<file path="src/rtl/deser_arb_pkg.sv">
// Shared state encoding and default sizing for the serial-channel deserializer arbiter.
package deser_arb_pkg;

    localparam int DEF_WD     = 8;
    localparam int DEF_NUM_CH = 4;

    typedef enum logic [1:0] {
        IDLE = 2'd0,
        BUSY = 2'd1,
        HOLD = 2'd2
    } state_e;

endpackage

</file>
<file path="src/rtl/deser_rr_pick.sv">
// Combinational round-robin pick: first requester after i_last, wrapping around.
module deser_rr_pick #(
    parameter int NUM_CH = 4,
    parameter int IDX_W  = $clog2(NUM_CH)
) (
    input  logic [NUM_CH-1:0] i_req,
    input  logic [IDX_W-1:0]  i_last,
    output logic [NUM_CH-1:0] o_onehot,
    output logic [IDX_W-1:0]  o_idx,
    output logic              o_any
);

    logic w_found;

    always_comb begin
        w_found  = 1'b0;
        o_idx    = '0;
        o_onehot = '0;
        o_any    = |i_req;
        for (int k = 1; k <= NUM_CH; k++) begin
            if (!w_found && i_req[IDX_W'((int'(i_last) + k) % NUM_CH)]) begin
                w_found = 1'b1;
                o_idx   = IDX_W'((int'(i_last) + k) % NUM_CH);
            end
        end
        o_onehot[o_idx] = w_found;
    end

endmodule

</file>
<file path="src/rtl/deser_arbiter.sv">
// Round-robin arbiter over NUM_CH serial requesters; deserializes the granted
// channel LSB-first into a single-entry output register with a one-word park slot.
module deser_arbiter
    import deser_arb_pkg::*;
#(
    parameter int DESERIALIZER_WD = DEF_WD,
    parameter int NUM_CH          = DEF_NUM_CH
) (
    input  logic                        clk,
    input  logic                        rst,
    input  logic [NUM_CH-1:0]           req,
    input  logic [NUM_CH-1:0]           valid_in,
    input  logic [NUM_CH-1:0]           data_in,
    output logic [NUM_CH-1:0]           gnt,
    output logic [DESERIALIZER_WD-1:0]  data_out,
    output logic [$clog2(NUM_CH)-1:0]   ch_out,
    output logic                        valid_out,
    input  logic                        ready_in,
    output logic                        abort
);

    localparam int CH_W  = $clog2(NUM_CH);
    localparam int CNT_W = $clog2(DESERIALIZER_WD + 1);
    localparam int WD    = DESERIALIZER_WD;

    state_e            r_state, w_state_nxt;
    logic [NUM_CH-1:0] r_gnt;
    logic [CH_W-1:0]   r_sel, r_last, r_hold_ch, r_ch_out;
    logic [CNT_W-1:0]  r_cnt;
    logic [WD-1:0]     r_shift, r_hold_data, r_data_out;
    logic              r_valid, r_abort;

    logic [NUM_CH-1:0] w_pick_oh;
    logic [CH_W-1:0]   w_pick_idx;
    logic              w_pick_any;
    logic              w_bit, w_done, w_drain;
    logic [WD-1:0]     w_shift_nxt;
    logic              w_grant, w_release, w_shift_en, w_load_new, w_load_held, w_park, w_abort;

    deser_rr_pick #(.NUM_CH(NUM_CH), .IDX_W(CH_W)) u_pick (
        .i_req    (req),
        .i_last   (r_last),
        .o_onehot (w_pick_oh),
        .o_idx    (w_pick_idx),
        .o_any    (w_pick_any)
    );

    assign w_bit       = valid_in[r_sel];
    assign w_shift_nxt = {data_in[r_sel], r_shift[WD-1:1]};
    assign w_done      = w_bit && (r_cnt == CNT_W'(WD - 1));
    assign w_drain     = r_valid && ready_in;

    always_ff @(posedge clk or negedge rst) begin
        if (!rst) r_state <= IDLE;
        else      r_state <= w_state_nxt;
    end

    // Completion outranks a dropped request so a last bit paired with req falling still lands.
    always_comb begin
        w_state_nxt = r_state;
        w_grant     = 1'b0;
        w_release   = 1'b0;
        w_shift_en  = 1'b0;
        w_load_new  = 1'b0;
        w_load_held = 1'b0;
        w_park      = 1'b0;
        w_abort     = 1'b0;
        case (r_state)
            IDLE: begin
                if (w_pick_any) begin
                    w_grant     = 1'b1;
                    w_state_nxt = BUSY;
                end
            end
            BUSY: begin
                if (w_done) begin
                    w_release = 1'b1;
                    if (!r_valid || ready_in) begin
                        w_load_new  = 1'b1;
                        w_state_nxt = IDLE;
                    end else begin
                        w_park      = 1'b1;
                        w_state_nxt = HOLD;
                    end
                end else if (!req[r_sel]) begin
                    w_abort     = 1'b1;
                    w_release   = 1'b1;
                    w_state_nxt = IDLE;
                end else if (w_bit) begin
                    w_shift_en = 1'b1;
                end
            end
            HOLD: begin
                if (ready_in) begin
                    w_load_held = 1'b1;
                    w_state_nxt = IDLE;
                end
            end
            default: w_state_nxt = IDLE;
        endcase
    end

    always_ff @(posedge clk or negedge rst) begin
        if (!rst) begin
            r_gnt   <= '0;
            r_sel   <= '0;
            r_last  <= CH_W'(NUM_CH - 1);
            r_cnt   <= '0;
            r_shift <= '0;
            r_abort <= 1'b0;
        end else begin
            r_abort <= w_abort;
            if (w_grant) begin
                r_gnt  <= w_pick_oh;
                r_sel  <= w_pick_idx;
                r_last <= w_pick_idx;
                r_cnt  <= '0;
            end else if (w_release) begin
                r_gnt <= '0;
                r_cnt <= '0;
            end else if (w_shift_en) begin
                r_shift <= w_shift_nxt;
                r_cnt   <= r_cnt + CNT_W'(1);
            end
        end
    end

    always_ff @(posedge clk or negedge rst) begin
        if (!rst) begin
            r_hold_data <= '0;
            r_hold_ch   <= '0;
            r_data_out  <= '0;
            r_ch_out    <= '0;
            r_valid     <= 1'b0;
        end else begin
            if (w_park) begin
                r_hold_data <= w_shift_nxt;
                r_hold_ch   <= r_sel;
            end
            if (w_load_new) begin
                r_data_out <= w_shift_nxt;
                r_ch_out   <= r_sel;
                r_valid    <= 1'b1;
            end else if (w_load_held) begin
                r_data_out <= r_hold_data;
                r_ch_out   <= r_hold_ch;
                r_valid    <= 1'b1;
            end else if (w_drain) begin
                r_valid <= 1'b0;
            end
        end
    end

    assign gnt       = r_gnt;
    assign data_out  = r_data_out;
    assign ch_out    = r_ch_out;
    assign valid_out = r_valid;
    assign abort     = r_abort;

endmodule

</file>
<file path="config.mk">
export PLATFORM = sky130hd
export DESIGN_NAME = deser_arbiter
export DESIGN_NICKNAME = d
export VERILOG_FILES = /design/src/rtl/deser_arb_pkg.sv /design/src/rtl/deser_rr_pick.sv /design/src/rtl/deser_arbiter.sv
export SDC_FILE = /design/constraint.sdc
export NUM_CORES = 1
export LEC_CHECK = 0
export BUFFER_PORTS_ARGS = -buffer_cell sky130_fd_sc_hd__buf_2
export CORE_MARGIN = 2
export CORE_UTILIZATION = 30
export CTS_BUF_LIST = sky130_fd_sc_hd__clkbuf_8
export DETAILED_ROUTE_END_ITERATION = 8
export PLACE_DENSITY = 0.45
export SYNTH_ARGS = -nofsm -noshare
export SYNTH_HDL_FRONTEND = slang
export SYNTH_HIERARCHICAL = 1
export SYNTH_SLANG_ARGS = --single-unit
</file>
<file path="constraint.sdc">
create_clock -name clk -period 2.2 [get_ports clk]
set_clock_uncertainty 0.05 [all_clocks]
set_input_delay 0.22 -clock clk [delete_from_list [all_inputs] [get_ports clk]]
set_output_delay 0.22 -clock clk [all_outputs]
set_load 0.02 [all_outputs]
</file>
======== After elaboration in Yosys (flattened, before gate mapping) ========
Cells that the tools add are included.
Widths: inputs -> output; s select.
storage, ports and cells
  register bits after elaboration ......... 44
  input port bits ......................... 15
cells by class
  $add $sub $neg .......................... 5
  $lt $le $gt $ge ......................... 7
  equality and inequality tests ........... 6
  multiplexer cells ....................... 65
  bitwise gates (word level) .............. 3
  reductions and logical operators ........ 19
operators with widths
  operator             count
  $mux 1               38
  $mux 2               11
  $mux 4               5
  $lt 2x4->1 const B   4
  $mux 8               2
  $bmux 1 s2           7
  $logic_and 1x1->1    6
  $lt 2x3->1 const B   2
  $pmux 2 s3           1
  $reduce_and 3->1     2
  $reduce_bool 3->1    2
  $add 2x1->2 const B  2
  $add 2x2->2 const B  2
  $add 4x1->4 const B  1
  $and 4x4->4          1
  $eq 4x3->1 const B   1
  $logic_not 1->1      4
  $reduce_bool 2->1    2
  $reduce_or 4->1      1
  $ne 3x3->1 const B   1
  $demux 1 s2          1
  $eq 2x1->1 const B   1
  $eq 2x2->1 const B   1
  $ge 2x1->1 const B   1
  other kinds (5)      6

======== Depth between registers and ports, before layout ========
  depth in word-level cells ............... 20
  gate-level depth with buffers ........... 7
  gate-level depth less buffers ........... 5

======== Modules after synthesis ========
Netlist, hierarchy kept.
by module, submodules not included
  module         times used  cells an instance  area an instance (µm²)  sequential area each (µm²)
  deser_arbiter  1           143                1895.6                  1078.5
  deser_rr_pick  1           30                 201.4                   0.0

======== Least setup slack after synthesis ========
OpenSTA, ideal clock, no wires.
  path type ............................... reg-to-reg
  start point ............................. reg r_sel[0]
  end point ............................... reg r_hold_ch[1]
  library setup time ...................... 125 ps
  data arrival time ....................... 1654 ps
  required time ........................... 2025 ps
  path slack .............................. 371 ps
  stages on the path, launching flop included .. 7
  clock period less this slack ............ 1829 ps
  path through ............................ dfrtp_1 buf_6 mux4_2 nand3_1 or2_1 buf_6 mux2_4
between the ends
  longest elaborated chain between the ends .. 5
ends and longest elaborated chain
  what                          line                  RTL
  start: declaration            deser_arbiter.sv:28   logic [CH_W-1:0] r_sel, r_last, r_hold_ch, r_ch_out;
  start signal: assignment      deser_arbiter.sv:115  r_sel <= w_pick_idx;
  $bmux 1 s2                    deser_arbiter.sv:48   assign w_bit = valid_in[r_sel];
  $mux 1 (not written as such)  deser_arbiter.sv:48
  $logic_and 1x1->1             deser_arbiter.sv:50   assign w_done = w_bit && (r_cnt == CNT_W'(WD - 1));
  $mux 1                        deser_arbiter.sv:76   if (w_done) begin
  $mux 1                        deser_arbiter.sv:68   case (r_state)
  end signal: assignment        deser_arbiter.sv:138  r_hold_ch <= r_sel;
  end: declaration              deser_arbiter.sv:28
No other way between the ends. The select of a mux whose other input is x is not followed.
A chain may end at the register's enable or synchronous reset.

======== Worst setup path after layout ========
  start point ............................. reg r_cnt[0]
  end point ............................... reg r_cnt[3]
between the ends
  longest elaborated chain between the ends .. 6
  elaborated cells between the ends (all ways) .. 11
ends and longest elaborated chain
  what                                                 line                  RTL
  start: declaration                                   deser_arbiter.sv:29   logic [CNT_W-1:0] r_cnt;
  start signal: assignment                             deser_arbiter.sv:123  r_cnt <= r_cnt + CNT_W'(1);
  branches (longest 6 deep; another with $add 4x1->4)  --
Several ways; the timed one is not identified. The select of a mux whose other input is x is not followed.

==> results_dict.tcl <==
set metrics [dict create \
    result_of_the_run "finished clean" \
    remaining_routing_drc_violations 0 \
    timing.final.max_slew_violations 0 \
    io_buffers 30 \
    ys_top_cells_by_area "sky130_fd_sc_hd__dfrtp_1, sky130_fd_sc_hd__mux2_4, sky130_fd_sc_hd__a22o_1" \
    floorplan.initialDensity_pct 30.87 \
    die_height_um 87.61 \
    setup.reg_to_reg.worst_slack_ps 270 \
    path_cells "ha_1 > and3b_1 > nand4b_1 > buf_4 > or3_1 > a21oi_1" \
    cellPowerDensity_nw_per_um2 994.8 \
    power.static_leakage_nw 1.324 \
    drt_pre_antenna_iters 4 \
    synth_nets 189 \
    worst-slew-pin-transition_ps 545.4 \
    grt.overflow.total 0 \
    path_delay_family "simple AND/OR/NAND/NOR gates" \
    netlist_area_um2 2097 \
    synthesis.instances 173 \
    route.detailed.wl_per_inst_um 14.32 \
    cp-startpoint "r_cnt[0]" \
    preCtsSetupSlack_ps 278.5 \
    rows 30 \
    vias_in_the_first_global_route 1378 \
    required_ps 2360 \
    clock.fmax_mhz 518.4 \
    design_power_total_mw 2.492 \
    total_die_area_um2 7675 \
    multi_input_comb_area_um2 930.9 \
    count_of_flip_flops_with_a_built_in_enable_after_synthesis 0 \
    crit_end "r_cnt[3]" \
    synthToLayoutAreaGrowth_pct 19.45 \
    path_depth 6 \
    most-common-layout-cells "sky130_fd_sc_hd__dfrtp_1, sky130_fd_sc_hd__buf_2, sky130_fd_sc_hd__nand2_1, sky130_fd_sc_hd__a22o_1" \
    critPathSlowestCell "sky130_fd_sc_hd__dfrtp_1" \
    tritoncts_num_sinks 43 \
    start_kind "flip-flop" \
    clk_root_buffer_cell "sky130_fd_sc_hd__clkbuf_8" \
    synth_seq_cells 43 \
    synth_area_leader_cell "sky130_fd_sc_hd__dfrtp_1" \
    leading_register_cell_type_out_of_synthesis "sky130_fd_sc_hd__dfrtp_1" \
    htreeDepth 2 \
    grt_use_total_pct 12.59 \
    clock_latency_ps 300 \
    dp_hpwl_um 3217 \
    regToRegStartpoint "r_cnt[0]" \
    timing.slew.headroom_pct 63.64 \
    grt_setup_unrepaired "false" \
    cpPeakStageDelay_ps 420 \
    cts_resized 0 \
    final.setup.tns_ps 0 \
    period_needed_ps 1929 \
    critical_path.endpoint_type "flip-flop" \
    rr_endpoint "r_cnt[3]" \
    path_clk_slew_ps 90 \
    seq_area_frac_synth_pct 51.43 \
    timing_worst_setup_path_type "flip-flop to flip-flop" \
    route.antenna.remaining_nets 0 \
    timing.hold.worst.class "primary input to flip-flop" \
    postLayoutCellArea_um2 2505 \
    setup_violations 0 \
    drt-total-wl_um 4440 \
    drive_above_1_share_pct 36.45 \
    cts_inserted_buffers 5 \
    detail_route.vias_per_cell 4.697 \
    crit_path_max_fanout 6 \
    yosys.area.top_type_share_pct 48.93 \
    vias 1456 \
    fin_crit_sh_pct 87.69 \
    max-cap-violations 0 \
    final-hold-violation-count 0 \
    mostFrequentLayoutCell "sky130_fd_sc_hd__dfrtp_1" \
    synth_async_sr_flop_share_pct 100.0 \
    clock_tree_from_tritoncts "done" \
    core_area_um2 6794 \
    data_arrival_critical_path_ps 2090 \
    number_of_diodes_added_for_antenna_fixing 0 \
    syn_area_per_cell_um2 12.12 \
    ff_latch_area_um2 1079 \
    fillCellCount 678 \
    nets_finish 229 \
    floorplan.die.width_um 87.61 \
    grt_first_pass_wirelength_um 7376 \
    grt_max_degree 25 \
    ys.warnings.count 6 \
    boundaryPins 31 \
    finalWeightedCongestion 0.7907 \
    first_iter_violations 56 \
    netlist-cell-type-count 43 \
    worst-path-buf-inv 1 \
    ctsLongestPathBuffers 2 \
    reg2reg_depth 6 \
    grt_antenna_before_repair 0 \
    fin_ws_ps 270.9 \
    postPlaceCellArea_um2 2402 \
    irDropWorstVdd_uv 386.1 \
]
[timing repair]
item	CTS	global route
endpoints found under the hold margin	21	0
buffers inserted	0	0
hold buffers	1	0
[layout make-up]
type                            instances  share of cell area [%]
Clock inverter                          3                  0.9491
Clock buffer                            5                   2.747
Multi-Input combinational cell        116                   37.16
Tap cell                               96                   4.795
Inverter                                6                  0.8991
Timing Repair Buffer                   41                   10.39
Sequential cell                        43                   43.06
[worst min-delay path by stage]
| stage | slack [ps] | depth (start not counted) | end | startpoint |
|---|---|---|---|---|
| after floorplan | -130 | 0 | abort | rst |
| after global placement | 190 | 1 | r_hold_data[7] | rst |
| after detailed placement | 200 | 1 | r_sel[1] | rst |
| after CTS | 110 | 2 | r_state[1] | ready_in |
| after global routing | 120 | 2 | r_state[1] | ready_in |
| final | 120 | 2 | r_state[1] | ready_in |
[sequential cells by signal (all words and copies together) (netlist names)]
signal / flops
r_cnt: 4
gnt: 4
r_state: 2
valid_out: 1
data_out: 8
r_shift: 7
r_hold_ch: 2
r_hold_data: 8
r_last: 2
abort: 1
ch_out: 2
r_sel: 2
[through the flow]
step                hold WS (ps)  util, %  cells
detailed placement         199.1    35.36    301
finish                     120.8    36.87    310
CTS                        108.3    36.87    310
global route               120.0    36.87    310
floorplan                 -125.6        -    173
global placement           193.4    35.36    301
[power by group]
group	internal [mW]	switching, mW
sequential	0.966	0.171
combinational	0.394	0.435
clock	0.227	0.298
total	1.59	0.904
[metal layers]
| layer | wire [um] | vias up | share of wire (%) | track usage, % |
|---|---|---|---|---|
| met2 | 1815 | 27 | 41 | 16.74 |
| li1 | - | 707 | - | - |
| met3 | 183 | 0 | 4.1 | 2.922 |
| met4 | 0 | 0 | 0 | 2.937 |
| met5 | 0 | - | 0 | 0 |
| met1 | 2440 | 722 | 55 | 20.39 |
[cells in the mapped netlist (all sizes together) (2+ instances only)]
cell type	count
buf	7
o21a	2
nor2b	2
a21oi	6
or3	2
nand2	17
a21o	10
a221oi	2
nand3	3
nor2	8
dfrtp	41
mux2	17
inv	6
o21ai	6
and2	2
nand2b	8
mux4	3
dfstp	2
a22o	14
[cells by family (layout without fill, tap and decap cells)]
logic type,count (synthesis),after routing,share of synthesized area (%)
multiplexers,21,21,14.62
flip-flops,43,43,51.43
AND/OR/NAND/NOR,47,47,11.93
buffers and inverters,14,55,4.176
adder cells (fa/ha/maj),1,1,0.5966
AO/OA/AOI/OAI,47,47,17.24
Power figures use the tool's default switching activity.
